$ cat config.mk
export PLATFORM = sky130hd
export DESIGN_NAME = mf_peak_search
export DESIGN_NICKNAME = d
export VERILOG_FILES = /design/src/rtl/mf_peak_search.sv
export SDC_FILE = /design/constraint.sdc
export NUM_CORES = 1
export LEC_CHECK = 0
export BUFFER_PORTS_ARGS = -buffer_cell sky130_fd_sc_hd__buf_2
export CAP_MARGIN = 20
export CORE_AREA = 2 2 168 170
export CTS_BUF_LIST = sky130_fd_sc_hd__clkbuf_2 sky130_fd_sc_hd__clkbuf_4 sky130_fd_sc_hd__clkbuf_8
export CTS_CLUSTER_DIAMETER = 60
export DETAILED_ROUTE_END_ITERATION = 6
export DIE_AREA = 0 0 170 172
export PLACE_DENSITY = 0.48
export SLEW_MARGIN = 20
export SYNTH_ARGS = -nofsm -noshare
export SYNTH_HDL_FRONTEND = slang
export SYNTH_SLANG_ARGS = --single-unit
$ cat constraint.sdc
create_clock -name clk -period 12.5 [get_ports clk]
set_input_delay 2.5 -clock clk [delete_from_list [all_inputs] [get_ports clk]]
set_output_delay 2.5 -clock clk [all_outputs]
set_load 0.005 [all_outputs]
$ cat src/rtl/mf_peak_search.sv
// ---------------------------------------------------------------------------
// mf_peak_search
//
// Searches a window of matched-filter power samples (I^2+Q^2) for the largest
// value and reports it with its 0-based position in the window. A search is
// armed by a one-cycle start pulse. Only cycles with sum_vld=1 count as
// samples. On completion, done pulses for one cycle. peak_val, peak_idx and
// found are updated on that same cycle and hold until the next done or reset.
//
// Ports
//   clk        : clock, all logic on posedge
//   rst        : asynchronous, active-high reset
//   start      : one-cycle pulse arming a search (ignored unless idle)
//   win_len    : samples per search, latched on accepted start
//   threshold  : unsigned detection threshold, latched on accepted start
//   sum        : unsigned power sample
//   sum_vld    : qualifies sum for the current cycle (used only in SEARCH)
//   busy       : high while a search is in progress
//   done       : one-cycle completion pulse
//   found      : peak_val >= latched threshold, valid from done
//   peak_val   : maximum sample of the last completed window
//   peak_idx   : index of the first occurrence of peak_val
//   state_dbg  : current FSM state (0=IDLE, 1=SEARCH, 2=REPORT)
//
// Handshake: start is accepted only on a clock edge where the FSM is IDLE.
// A sample is consumed on every clock edge in SEARCH with sum_vld=1.
// There is no backpressure.
// ---------------------------------------------------------------------------
module mf_peak_search #(
  parameter int SUM_W = 24,
  parameter int WIN_W = 16
) (
  input  logic             clk,
  input  logic             rst,
  input  logic             start,
  input  logic [WIN_W-1:0] win_len,
  input  logic [SUM_W-1:0] threshold,
  input  logic [SUM_W-1:0] sum,
  input  logic             sum_vld,
  output logic             busy,
  output logic             done,
  output logic             found,
  output logic [SUM_W-1:0] peak_val,
  output logic [WIN_W-1:0] peak_idx,
  output logic [1:0]       state_dbg
);

  typedef enum logic [1:0] {
    S_IDLE   = 2'd0,
    S_SEARCH = 2'd1,
    S_REPORT = 2'd2
  } state_t;

  state_t           state_q;
  logic [WIN_W-1:0] len_q;
  logic [SUM_W-1:0] thr_q;
  logic [WIN_W-1:0] cnt_q;
  logic [SUM_W-1:0] max_q;
  logic [WIN_W-1:0] idx_q;

  // Running maximum including the sample presented this cycle. The first
  // sample always loads. Later samples load only on a strict increase, so a
  // tie keeps the earliest index.
  logic             take;
  logic [SUM_W-1:0] max_nxt;
  logic [WIN_W-1:0] idx_nxt;
  logic             last;

  always_comb begin
    take    = (cnt_q == '0) || (sum > max_q);
    max_nxt = take ? sum : max_q;
    idx_nxt = take ? cnt_q : idx_q;
    // len_q is never 0 in SEARCH, so the subtraction cannot underflow there.
    last    = (cnt_q == (len_q - WIN_W'(1)));
  end

  assign state_dbg = state_q;

  always_ff @(posedge clk or posedge rst) begin
    if (rst) begin
      state_q  <= S_IDLE;
      len_q    <= '0;
      thr_q    <= '0;
      cnt_q    <= '0;
      max_q    <= '0;
      idx_q    <= '0;
      busy     <= 1'b0;
      done     <= 1'b0;
      found    <= 1'b0;
      peak_val <= '0;
      peak_idx <= '0;
    end else begin
      case (state_q)
        S_IDLE: begin
          done <= 1'b0;
          busy <= 1'b0;
          if (start) begin
            len_q <= win_len;
            thr_q <= threshold;
            cnt_q <= '0;
            max_q <= '0;
            idx_q <= '0;
            if (win_len != '0) begin
              busy    <= 1'b1;
              state_q <= S_SEARCH;
            end else begin
              // An empty window reports immediately with a zero peak.
              done     <= 1'b1;
              peak_val <= '0;
              peak_idx <= '0;
              found    <= (threshold == '0);
              state_q  <= S_REPORT;
            end
          end
        end

        S_SEARCH: begin
          if (sum_vld) begin
            max_q <= max_nxt;
            idx_q <= idx_nxt;
            if (last) begin
              // Results are registered together with done, which gives a
              // one-cycle latency from the final sample.
              busy     <= 1'b0;
              done     <= 1'b1;
              peak_val <= max_nxt;
              peak_idx <= idx_nxt;
              found    <= (max_nxt >= thr_q);
              state_q  <= S_REPORT;
            end else begin
              cnt_q <= cnt_q + WIN_W'(1);
            end
          end
        end

        S_REPORT: begin
          done    <= 1'b0;
          busy    <= 1'b0;
          state_q <= S_IDLE;
        end

        default: begin
          done    <= 1'b0;
          busy    <= 1'b0;
          state_q <= S_IDLE;
        end
      endcase
    end
  end

endmodule
==> flow_metrics.env <==
export IMPL_p_leak_nw=4.434
export IMPL_r2r_start="max_q[23]"
export IMPL_path_class="in -> reg"
export IMPL_worst_slack_ps=5649
export IMPL_fp_dieH_um=172
export IMPL_tns_ps=0
export IMPL_fin_crit_sh_pct=54.81
export IMPL_holdPathStages=2
export IMPL_required_ps=12840
export IMPL_pin_count=113
export IMPL_clock_latency_ps=470
export IMPL_setup_viol=0
export IMPL_maxSlewViolCount=0
export IMPL_fin_util_pct=34.38
export IMPL_die_w_um=170
export IMPL_place_area_sq_mm=0.009025
export IMPL_hold_start="peak_val[21]"
export IMPL_synth_top_area_cell="dfrtp_1"
export IMPL_clk_pin_slew_ps=80
export IMPL_routabilityCongestion=0.7986
export IMPL_core_sq_mm=0.02748
export IMPL_start_util_pct=29.71
export IMPL_routed_wl_mm=23.64
export IMPL_synth_area_sq_mm=0.008163
export IMPL_powerDensity_mw_per_mm2=206.4
export IMPL_ant_nets=0
export IMPL_slowest_delay_ps=660
export IMPL_nNetsFinal=1075
export IMPL_timing_hold_ws_ps=488.1
export IMPL_rsz0062_at_grt="false"
export IMPL_r2r_end="found"
export IMPL_fp_dieArea_sq_mm=0.02924
export IMPL_reg2reg_depth=17
export IMPL_grt_pass1_vias=6618
export IMPL_crit_chain="buf_2 > ha_1 > nand4_1 > nor4_1 > o31a_1 > o21a_1 > buf_4 > mux2_2 > ha_1 > a21o_1 > a21o_1 > a21oi_1 > nand2b_1 > o311ai_0 > a211o_1 > o21ai_0 > mux2_2"
export IMPL_synth_edf_count=0
export IMPL_min_to="peak_val[21]"
export IMPL_cp_max_fo=17
export IMPL_postCtsSetupBuffers=0
export IMPL_hold_violations=0
export IMPL_cts_max_path_buffers=2
export IMPL_hold_buffers=0
export IMPL_grt_max_degree=83
export IMPL_antenna_found_initial=0
export IMPL_status="finished, final reports clean"
export IMPL_avgRoutedWirePerCell_um=17.99
export IMPL_grt_use_total_pct=16.89
export IMPL_ys_ff_latch=141
export IMPL_cts_sinks=141
export IMPL_synthArstFlopShare_pct=100.0
export IMPL_synth_area_leaders="dfrtp_1, ha_1, nand2_1, mux2_2, nand3_1"
export IMPL_drc_errors=0
export IMPL_synth_top_area_share_pct=43.23
export IMPL_synthDistinctLibCells=67
export IMPL_critPathSlowestCell="o21a_1"
export IMPL_hold_class="reg -> reg"
export IMPL_firstDrtPassIters=5
export IMPL_final_cells=1314
export IMPL_ir_drop_v=0.00007248
export IMPL_numCtsBuffers=17
export IMPL_ys_warn_count=0
export IMPL_avgSynthCellArea_sq_um=9.404
export IMPL_critical_path_buf_inv_count=2
export IMPL_worstMarginPinSlew_ps=902.3
export IMPL_layout_drive_gt1_share_pct=20.97
export IMPL_num_vias=6706
export IMPL_synth_nets=987
export IMPL_critPathArrivalTime_ps=7190
export IMPL_hpwl_mm=16.92
export IMPL_synth_ff_type="dfrtp_1"
export IMPL_final_area_sq_mm=0.009445
export IMPL_drt_iter0_drc=427
export IMPL_cts_resized=0
export IMPL_antennaDiodeCount=0
export IMPL_yosysSeqAreaShare_pct=43.23
export IMPL_worstSetupEndpointType="flop"
export IMPL_io_buffers=112
export IMPL_dp_cells=1283
export IMPL_grt_pass1_wl_mm=38.08
export IMPL_slew_headroom_pct=39.85
export IMPL_skew_ps=20.13
export IMPL_timing_reg2reg_setup_slack_ps=7380
export IMPL_preCtsSetupSlack_ps=5227
export IMPL_power_mw=1.949
export IMPL_period_needed_ps=6851
export IMPL_viasPerCell=5.104
export IMPL_timing_fmax_ghz=0.1460
export IMPL_syn_inst=868
export IMPL_rows=61
export IMPL_root_buffer="clkbuf_8"
export IMPL_syn_to_final_growth_pct=15.71
export IMPL_grt_overflow=0
export IMPL_cp_start_kind="input pin"
export IMPL_drv_cap=0
export IMPL_cts_max_level=4
export IMPL_path_delay_family="compound AO/OA/AOI/OAI gates"
export IMPL_cts_tree="done"
metal layers:
layer  share of wire, %  GRT usage [%]  vias to the layer above
li1                   -              -                     3276
met1                 54          26.08                     3271
met2                 41          23.39                      142
met3                4.3          3.525                       17
met4                1.2          4.794                        0
met5                  0              0                        -
logic make-up (layout without fill, tap and decap cells):
logic type / Yosys count / in the layout / synth area share (%)
mux: 47 / 47 / 6.208
buf+inv: 112 / 212 / 5.564
xor+xnor: 30 / 30 / 3.387
compound gates: 191 / 191 / 15.14
simple gates: 296 / 296 / 18.65
flops: 141 / 141 / 43.22
fa+ha+maj: 51 / 51 / 7.817
cell usage in the layout (no fill, tap or decap), types with 3 or more instances in the layout:
cell and n:
a211oi_1 3, nand3_1 51, xor2_1 16, a22oi_1 24, a21o_1 4, o21a_1 4
nand2b_1 28, nand4_1 17, buf_2 112, clkbuf_8 19, nor4_1 18, o31ai_1 5
inv_6 4, o21ai_1 16, inv_1 57, nand2_1 115, nor2_1 21, mux2i_1 18
or3_1 3, nor3_1 8, o211ai_1 4, bufinv_16 3, or4_1 6, a22o_1 15
o21ai_0 44, or2_2 3, nor2b_1 3, buf_4 11, o22ai_1 23, and3_1 3
dfrtp_1 141, mux2_2 29, ha_1 51, a21oi_1 23, xnor2_1 13
synthesized netlist by cell type, types with 6 or more instances:
cell type	instances
dfrtp_1	141
nand2_1	115
inv_1	58
ha_1	51
nand3_1	51
o21ai_0	44
clkbuf_1	35
mux2_2	29
nand2b_1	28
a21oi_1	24
a22oi_1	24
o22ai_1	23
nor2_1	21
mux2i_1	18
nor4_1	18
o21ai_1	18
nand4_1	17
xor2_1	16
a22o_1	15
xnor2_1	13
buf_2	8
nor3_1	8
or4_1	6
worst min-delay path: stages (launching register included):
cell and delay [ps]:
dfrtp_1 340, nand3_1 60, nand2_1 50
cell type report:
class                           instances  area, sq um
Fill cell                            2846        18030
Sequential cell                       141         3528
Clock inverter                         12        158.9
Multi-Input combinational cell        615         4198
Tap cell                              346        432.9
Timing Repair Buffer                  123        643.1
Inverter                               58        222.7
Clock buffer                           19        261.5
sequential cells by signal (all words and copies together) (netlist names):
name and count:
busy 1, done 1, peak_val 24, cnt_q 16, peak_idx 16, thr_q 24
len_q 16, found 1, idx_q 16, state_dbg 2, max_q 24
where the power goes:
part | leakage [nW] | switching, mW | total (mW) | internal [mW]
sequential | 1.77 | 0.111 | 0.686 | 0.574
combinational | 2.45 | 0.487 | 0.856 | 0.369
clock | 0.209 | 0.199 | 0.408 | 0.209
worst max path at each step:
stage	from	to	slack (ps)	cells after the start
global route	sum[23]	found	5350	17
global placement	sum[23]	found	5300	17
CTS	sum[23]	found	5720	17
floorplan	rst	busy	6220	1
detailed placement	sum[23]	found	5230	17
finish	sum[23]	found	5650	17
No activity file was read; power rests on OpenSTA's default activity.
